$ cat src/rtl/rv32i_pkg.sv
// Shared RV32I fetch definitions: datapath width, the canonical NOP,
// fetch FSM encoding and the packed {pc, instr} queue entry.
package rv32i_pkg;

    localparam int          XLEN      = 32;
    localparam logic [31:0] INSTR_NOP = 32'h0000_0013;

    localparam logic [0:0]  FS_BOOT   = 1'b0;
    localparam logic [0:0]  FS_RUN    = 1'b1;

    typedef struct packed {
        logic [XLEN-1:0] pc;
        logic [XLEN-1:0] instr;
    } fetch_entry_t;

endpackage

$ cat src/rtl/fetch_fifo.sv
// Synchronous fetch queue with flush. The head entry and its valid flag are
// registered so the decode-side outputs never see a combinational path.
module fetch_fifo
    import rv32i_pkg::*;
#(
    parameter  int DEPTH = 2,
    localparam int CW    = $clog2(DEPTH + 1),
    localparam int PW    = $clog2(DEPTH)
) (
    input  logic              clock,
    input  logic              reset_n,
    input  logic              flush,
    input  logic              push,
    input  fetch_entry_t      push_data,
    input  logic              pop,
    output logic              head_valid,
    output fetch_entry_t      head_data,
    output logic [CW-1:0]     count
);

    logic [PW-1:0] rd_ptr_q, rd_ptr_d;
    logic [PW-1:0] wr_ptr_q, wr_ptr_d;
    logic [CW-1:0] count_q, count_d;
    fetch_entry_t  head_q, head_d;
    logic          valid_q, valid_d;
    logic          do_push;
    logic          do_pop;
    fetch_entry_t  mem_view [DEPTH];

    assign do_push = push & ~flush & (count_q < CW'(DEPTH));
    assign do_pop  = pop  & ~flush & (count_q != '0);

    for (genvar gi = 0; gi < DEPTH; gi++) begin : g_entry
        fetch_entry_t entry_q;

        always_ff @(posedge clock or negedge reset_n) begin
            if (!reset_n) begin
                entry_q <= '0;
            end else if (do_push && (wr_ptr_q == PW'(gi))) begin
                entry_q <= push_data;
            end
        end

        assign mem_view[gi] = entry_q;
    end

    always_comb begin
        rd_ptr_d = rd_ptr_q;
        wr_ptr_d = wr_ptr_q;
        count_d  = count_q;
        head_d   = head_q;
        if (flush) begin
            rd_ptr_d = '0;
            wr_ptr_d = '0;
            count_d  = '0;
        end else begin
            rd_ptr_d = rd_ptr_q + PW'(do_pop);
            wr_ptr_d = wr_ptr_q + PW'(do_push);
            count_d  = count_q + CW'(do_push) - CW'(do_pop);
            // A push landing in the slot that becomes the head bypasses storage.
            if (do_push && (wr_ptr_q == rd_ptr_d)) begin
                head_d = push_data;
            end else begin
                head_d = mem_view[rd_ptr_d];
            end
        end
        valid_d = (count_d != '0);
    end

    always_ff @(posedge clock or negedge reset_n) begin
        if (!reset_n) begin
            rd_ptr_q <= '0;
            wr_ptr_q <= '0;
            count_q  <= '0;
            head_q   <= '0;
            valid_q  <= 1'b0;
        end else begin
            rd_ptr_q <= rd_ptr_d;
            wr_ptr_q <= wr_ptr_d;
            count_q  <= count_d;
            head_q   <= head_d;
            valid_q  <= valid_d;
        end
    end

    assign head_valid = valid_q;
    assign head_data  = head_q;
    assign count      = count_q;

endmodule

$ cat src/rtl/instr_fetch_rv32i.sv
// RV32I fetch unit: drives PC to a falling-edge ROM, captures INSTR on the
// next rising edge into a small queue, and hands entries to decode.
module instr_fetch_rv32i
    import rv32i_pkg::*;
#(
    parameter logic [31:0] RESET_PC = 32'h0000_0000,
    parameter int          DEPTH    = 2
) (
    input  logic        clock,
    input  logic        reset_n,
    output logic [31:0] PC,
    input  logic [31:0] INSTR,
    input  logic        fetch_en,
    input  logic        redirect_valid,
    input  logic [31:0] redirect_pc,
    output logic        out_valid,
    output logic [31:0] out_pc,
    output logic [31:0] out_instr,
    input  logic        out_ready
);

    localparam int CW = $clog2(DEPTH + 1);

    logic [0:0]    state_q, state_d;
    logic [31:0]   pc_q, pc_d;
    logic          capture;
    logic          flush;
    logic          pop;
    logic [CW-1:0] count;
    fetch_entry_t  push_data;
    fetch_entry_t  head_data;
    logic          head_valid;
    logic          unused_redirect_lsbs;

    assign unused_redirect_lsbs = ^redirect_pc[1:0];

    // Capture looks only at the current count, never at out_ready.
    always_comb begin
        state_d = state_q;
        pc_d    = pc_q;
        capture = 1'b0;
        flush   = 1'b0;
        if (redirect_valid) begin
            flush   = 1'b1;
            pc_d    = {redirect_pc[31:2], 2'b00};
            state_d = FS_RUN;
        end else if (state_q == FS_BOOT) begin
            state_d = FS_RUN;
        end else if (fetch_en && (count < CW'(DEPTH))) begin
            capture = 1'b1;
            pc_d    = pc_q + 32'd4;
        end
    end

    assign pop       = head_valid & out_ready & ~redirect_valid;
    assign push_data = '{pc: pc_q, instr: INSTR};

    always_ff @(posedge clock or negedge reset_n) begin
        if (!reset_n) begin
            state_q <= FS_BOOT;
            pc_q    <= RESET_PC;
        end else begin
            state_q <= state_d;
            pc_q    <= pc_d;
        end
    end

    fetch_fifo #(
        .DEPTH (DEPTH)
    ) u_fifo (
        .clock      (clock),
        .reset_n    (reset_n),
        .flush      (flush),
        .push       (capture),
        .push_data  (push_data),
        .pop        (pop),
        .head_valid (head_valid),
        .head_data  (head_data),
        .count      (count)
    );

    assign PC        = pc_q;
    assign out_valid = head_valid;
    assign out_pc    = head_data.pc;
    assign out_instr = head_data.instr;

endmodule

$ cat config.mk
export PLATFORM = sky130hd
export DESIGN_NAME = instr_fetch_rv32i
export DESIGN_NICKNAME = d
export VERILOG_FILES = /design/src/rtl/rv32i_pkg.sv /design/src/rtl/fetch_fifo.sv /design/src/rtl/instr_fetch_rv32i.sv
export SDC_FILE = /design/constraint.sdc
export NUM_CORES = 1
export LEC_CHECK = 0
export BUFFER_PORTS_ARGS = -buffer_cell sky130_fd_sc_hd__clkbuf_2
export CAP_MARGIN = 20
export CORE_MARGIN = 5
export CORE_UTILIZATION = 55
export DETAILED_ROUTE_END_ITERATION = 8
export PLACE_DENSITY = 0.89
export SETUP_SLACK_MARGIN = 0.15
export SYNTH_ARGS = -nofsm -noshare
export SYNTH_HDL_FRONTEND = slang
export SYNTH_SLANG_ARGS = --single-unit
$ cat constraint.sdc
create_clock -name clock -period 3.2 [get_ports clock]
set_input_delay 0.64 -clock clock [delete_from_list [all_inputs] [get_ports clock]]
set_output_delay 0.64 -clock clock [all_outputs]
set_load 0.03 [all_outputs]
==> results.cfg <==
[status]
outcome = finished, final reports clean

[synth]
synth_area_um2 = 9980
netlist.top_cell.by_area = dfrtp_1
synth_async_sr_flop_share = 1.00
leading_cell_types_by_total_area_after_synthesis = dfrtp_1 (56%), mux2_2 (14%), mux2i_1 (6.3%), o221ai_1 (5.4%), nand2_1 (3.6%)
synth_warnings = 0
synth_cells = 813
synthFlopType = dfrtp_1
synth_seq_area_share = 0.557
syn-mean-instance-area_um2 = 12.3
netlist_top_cells_count = dfrtp_1 (222), mux2_2 (128), nand2_1 (96), inv_1 (65), mux2i_1 (63)
synth_enable_flop_cells = 0
yosysTopAreaCellShare = 0.557
synth.ff_latch_count = 222
synth_cell_type_count = 42
most_common_cell_in_the_synthesized_netlist = dfrtp_1

[die]
floorplan.initialDensity = 0.558
die_y_um = 145
core_area_um2 = 17900
design.die.area_um2 = 20900
placement_rows = 49
io_pins = 166
floorplan.die.width_um = 145

[clock_tree]
clkTransAtPathRegs_ns = 0.06
cts_tree = built
ctsLongestPathBuffers = 3
post_cts.resized_instances = 0
cts_setup_buffers = 0
cts_htree_levels = 1
root_buffer = clkbuf_16
cts-hold-fix-buffers = 0
clock_latency_ns = 0.50
tritoncts_num_sinks = 222
cts_buffers = 23

[sta]
postLayoutSetupSlackWorst_ns = 0.936
setup_violations = 0
min_cycle_time_layout_ns = 2.26
worst-slew-pin-transition_ns = 0.834
timing.fmax_mhz = 442
slew_headroom = 0.444
rsz0062_at_grt = no
hold_viol = 0
report.final.slew_viol_count = 0
timing.clock.skew_ns = 0.0185
share_of_the_cycle_needed_by_the_critical_path_after_routing = 0.708
post_route_setup_tns_ns = 0

[finish]
num-fill-cells = 1297
num_antenna_cells = 0
layout-area-overhead-vs-synth_pct = 18.1
area_of_all_placed_cells_without_fillers_um2 = 11800
count_of_nets_after_finishing = 1044
multi_input_comb_area_um2 = 3950
final_layout_size_suffix_gt1_frac = 0.366
seq_area_um2 = 5560

[placed_design]
place.detailed.hpwl_um = 15200
finalWeightedCongestion = 0.782
io_buffers = 159
pre_cts_slack_ns = 0.748
detailed_place.area_um2 = 11100

[setup_path]
critPathMaxFanout = 5
r2r_start = u_fifo.count[1]$_DFF_PN0_
timing.critical_path.slowest_cell_delay_ns = 0.42
crit_arrival_ns = 2.65
path_delay_family = simple AND/OR/NAND/NOR gates
worstSetupStartpointType = register
critical_path.endpoint_type = register
crit_buf_inv = 1
cp.required_ns = 3.59
cell_by_cell_listing_of_the_critical_path = o211a_1 > and2_4 > ha_1 > inv_1 > ha_1 > xor2_1 > xnor2_1 > nor2_1 > or2_2
timing.critical_path.from = u_fifo.count[1]$_DFF_PN0_
slowest_stage = dfrtp_1
cp_class = reg2reg
critical-path-top-cell-by-count = ha_1

[pwr]
share_comb_of_total_power = 0.215
switching_share = 0.307
totalPowerFinal_w = 0.00811
internal-power_w = 0.00562
p_seq_frac = 0.469
power.leakage_nw = 5.96
max-vdd-ir-drop_mv = 0.489
power-per-cell-area_nw_per_um2 = 688
netSwitchingPower_w = 0.00249
power.clock.fraction = 0.316

[routing]
drt_pass1_iterations = 4
drt_iter0_drc = 428
vias_per_cell = 5.73
drc_errors_left = 0
detailroute.via_count = 6961
totalWireLength_um = 23700
wire_per_inst_um = 19.5
ant_nets = 0

[global_route]
grt_overflow_total = 0
antenna_found_initial = 0
grt_resource_usage_total = 0.232
wire_length_of_the_first_global_routing_pass_um = 38800
grt_pass1_vias = 7498
grt_start_max_net_pins = 91

[flow_run]
timing.max_cap.violations = 0

[worst_hold_path]
min_path_type = in2async
[metrics by stage]
stage	util	instances	hold WS (ns)
after detailed placement	0.618	1174	0.477
after global placement	0.618	1174	0.472
after floorplan	-	816	0.344
final	0.659	1215	0.159
after global routing	0.659	1215	0.207
after CTS	0.659	1215	0.178
[final timing paths]
path	to	cells past startpoint	slack (ns)
worst max-delay path	u_fifo.head_valid$_DFF_PN0_	9	0.94
worst min-delay path	u_fifo.head_data[12]$_DFFE_PN0N_	1	0.16
worst max register to register	u_fifo.head_valid$_DFF_PN0_	9	0.94
worst min register to register	u_fifo.head_data[20]$_DFFE_PN0N_	2	0.49
max in group asynchronous	PC[12]$_DFFE_PN0N_	2	2.18
min in group clock	PC[4]$_DFFE_PN0N_	3	0.34
[final cells by class]
class | instances | share of cell area
clock inverters | 8 | 0.00414
clock buffers | 33 | 0.0579
inverters | 66 | 0.0210
flip-flops and latches | 222 | 0.471
multi-input cells | 479 | 0.335
repair buffers | 178 | 0.0860
well taps | 229 | 0.0243
[sequential cells by signal, summed over array words and instances, names as in the netlist]
signal and flops:
u_fifo.rd_ptr_q 1, PC 30, u_fifo.head_valid 1, u_fifo.head_data 62
u_fifo.count 2, state_q 1, u_fifo.g_entry.entry_q 124, u_fifo.wr_ptr_q 1
[power by group through the flow]
| stage | clock, W | combinational, W | sequential, W |
|---|---|---|---|
| 3_3_place_gp | 0 | 0.00170 | 0.00380 |
| 4_1_cts | 0.00260 | 0.00177 | 0.00380 |
| 6_report | 0.00256 | 0.00175 | 0.00380 |
| 3_5_place_dp | 0 | 0.00176 | 0.00384 |
| 2_1_floorplan | 0 | 0.000795 | 0.00418 |
| 5_1_grt | 0.00272 | 0.00190 | 0.00388 |
[cell usage in the layout, fill, tap and decap left out, types with 9 or more instances in the layout]
| cell | count |
|---|---|
| xnor2_1 | 30 |
| clkbuf_16 | 23 |
| o221ai_1 | 62 |
| mux2_2 | 128 |
| clkbuf_2 | 157 |
| buf_4 | 15 |
| inv_1 | 65 |
| nand2_1 | 95 |
| nor3_1 | 9 |
| o21ai_0 | 23 |
| mux2i_1 | 63 |
| dfrtp_1 | 222 |
| nor2_1 | 9 |
[cell families after synthesis]
kind of cell | synth area share
fa+ha+maj | 0.00627
simple gates | 0.0762
mux | 0.208
buf+inv | 0.0519
xor+xnor | 0.0308
other cells | 0.000752
compound gates | 0.0698
flops | 0.557
[per-layer routing]
layer / vias up / wire (um) / GRT usage
li1: 3166 / - / -
met1: 3566 / 9960 / 0.304
met2: 189 / 12000 / 0.400
met3: 40 / 1230 / 0.0342
met4: 0 / 497 / 0.0731
met5: - / 0 / 0
No activity file was read; power rests on OpenSTA's default activity.
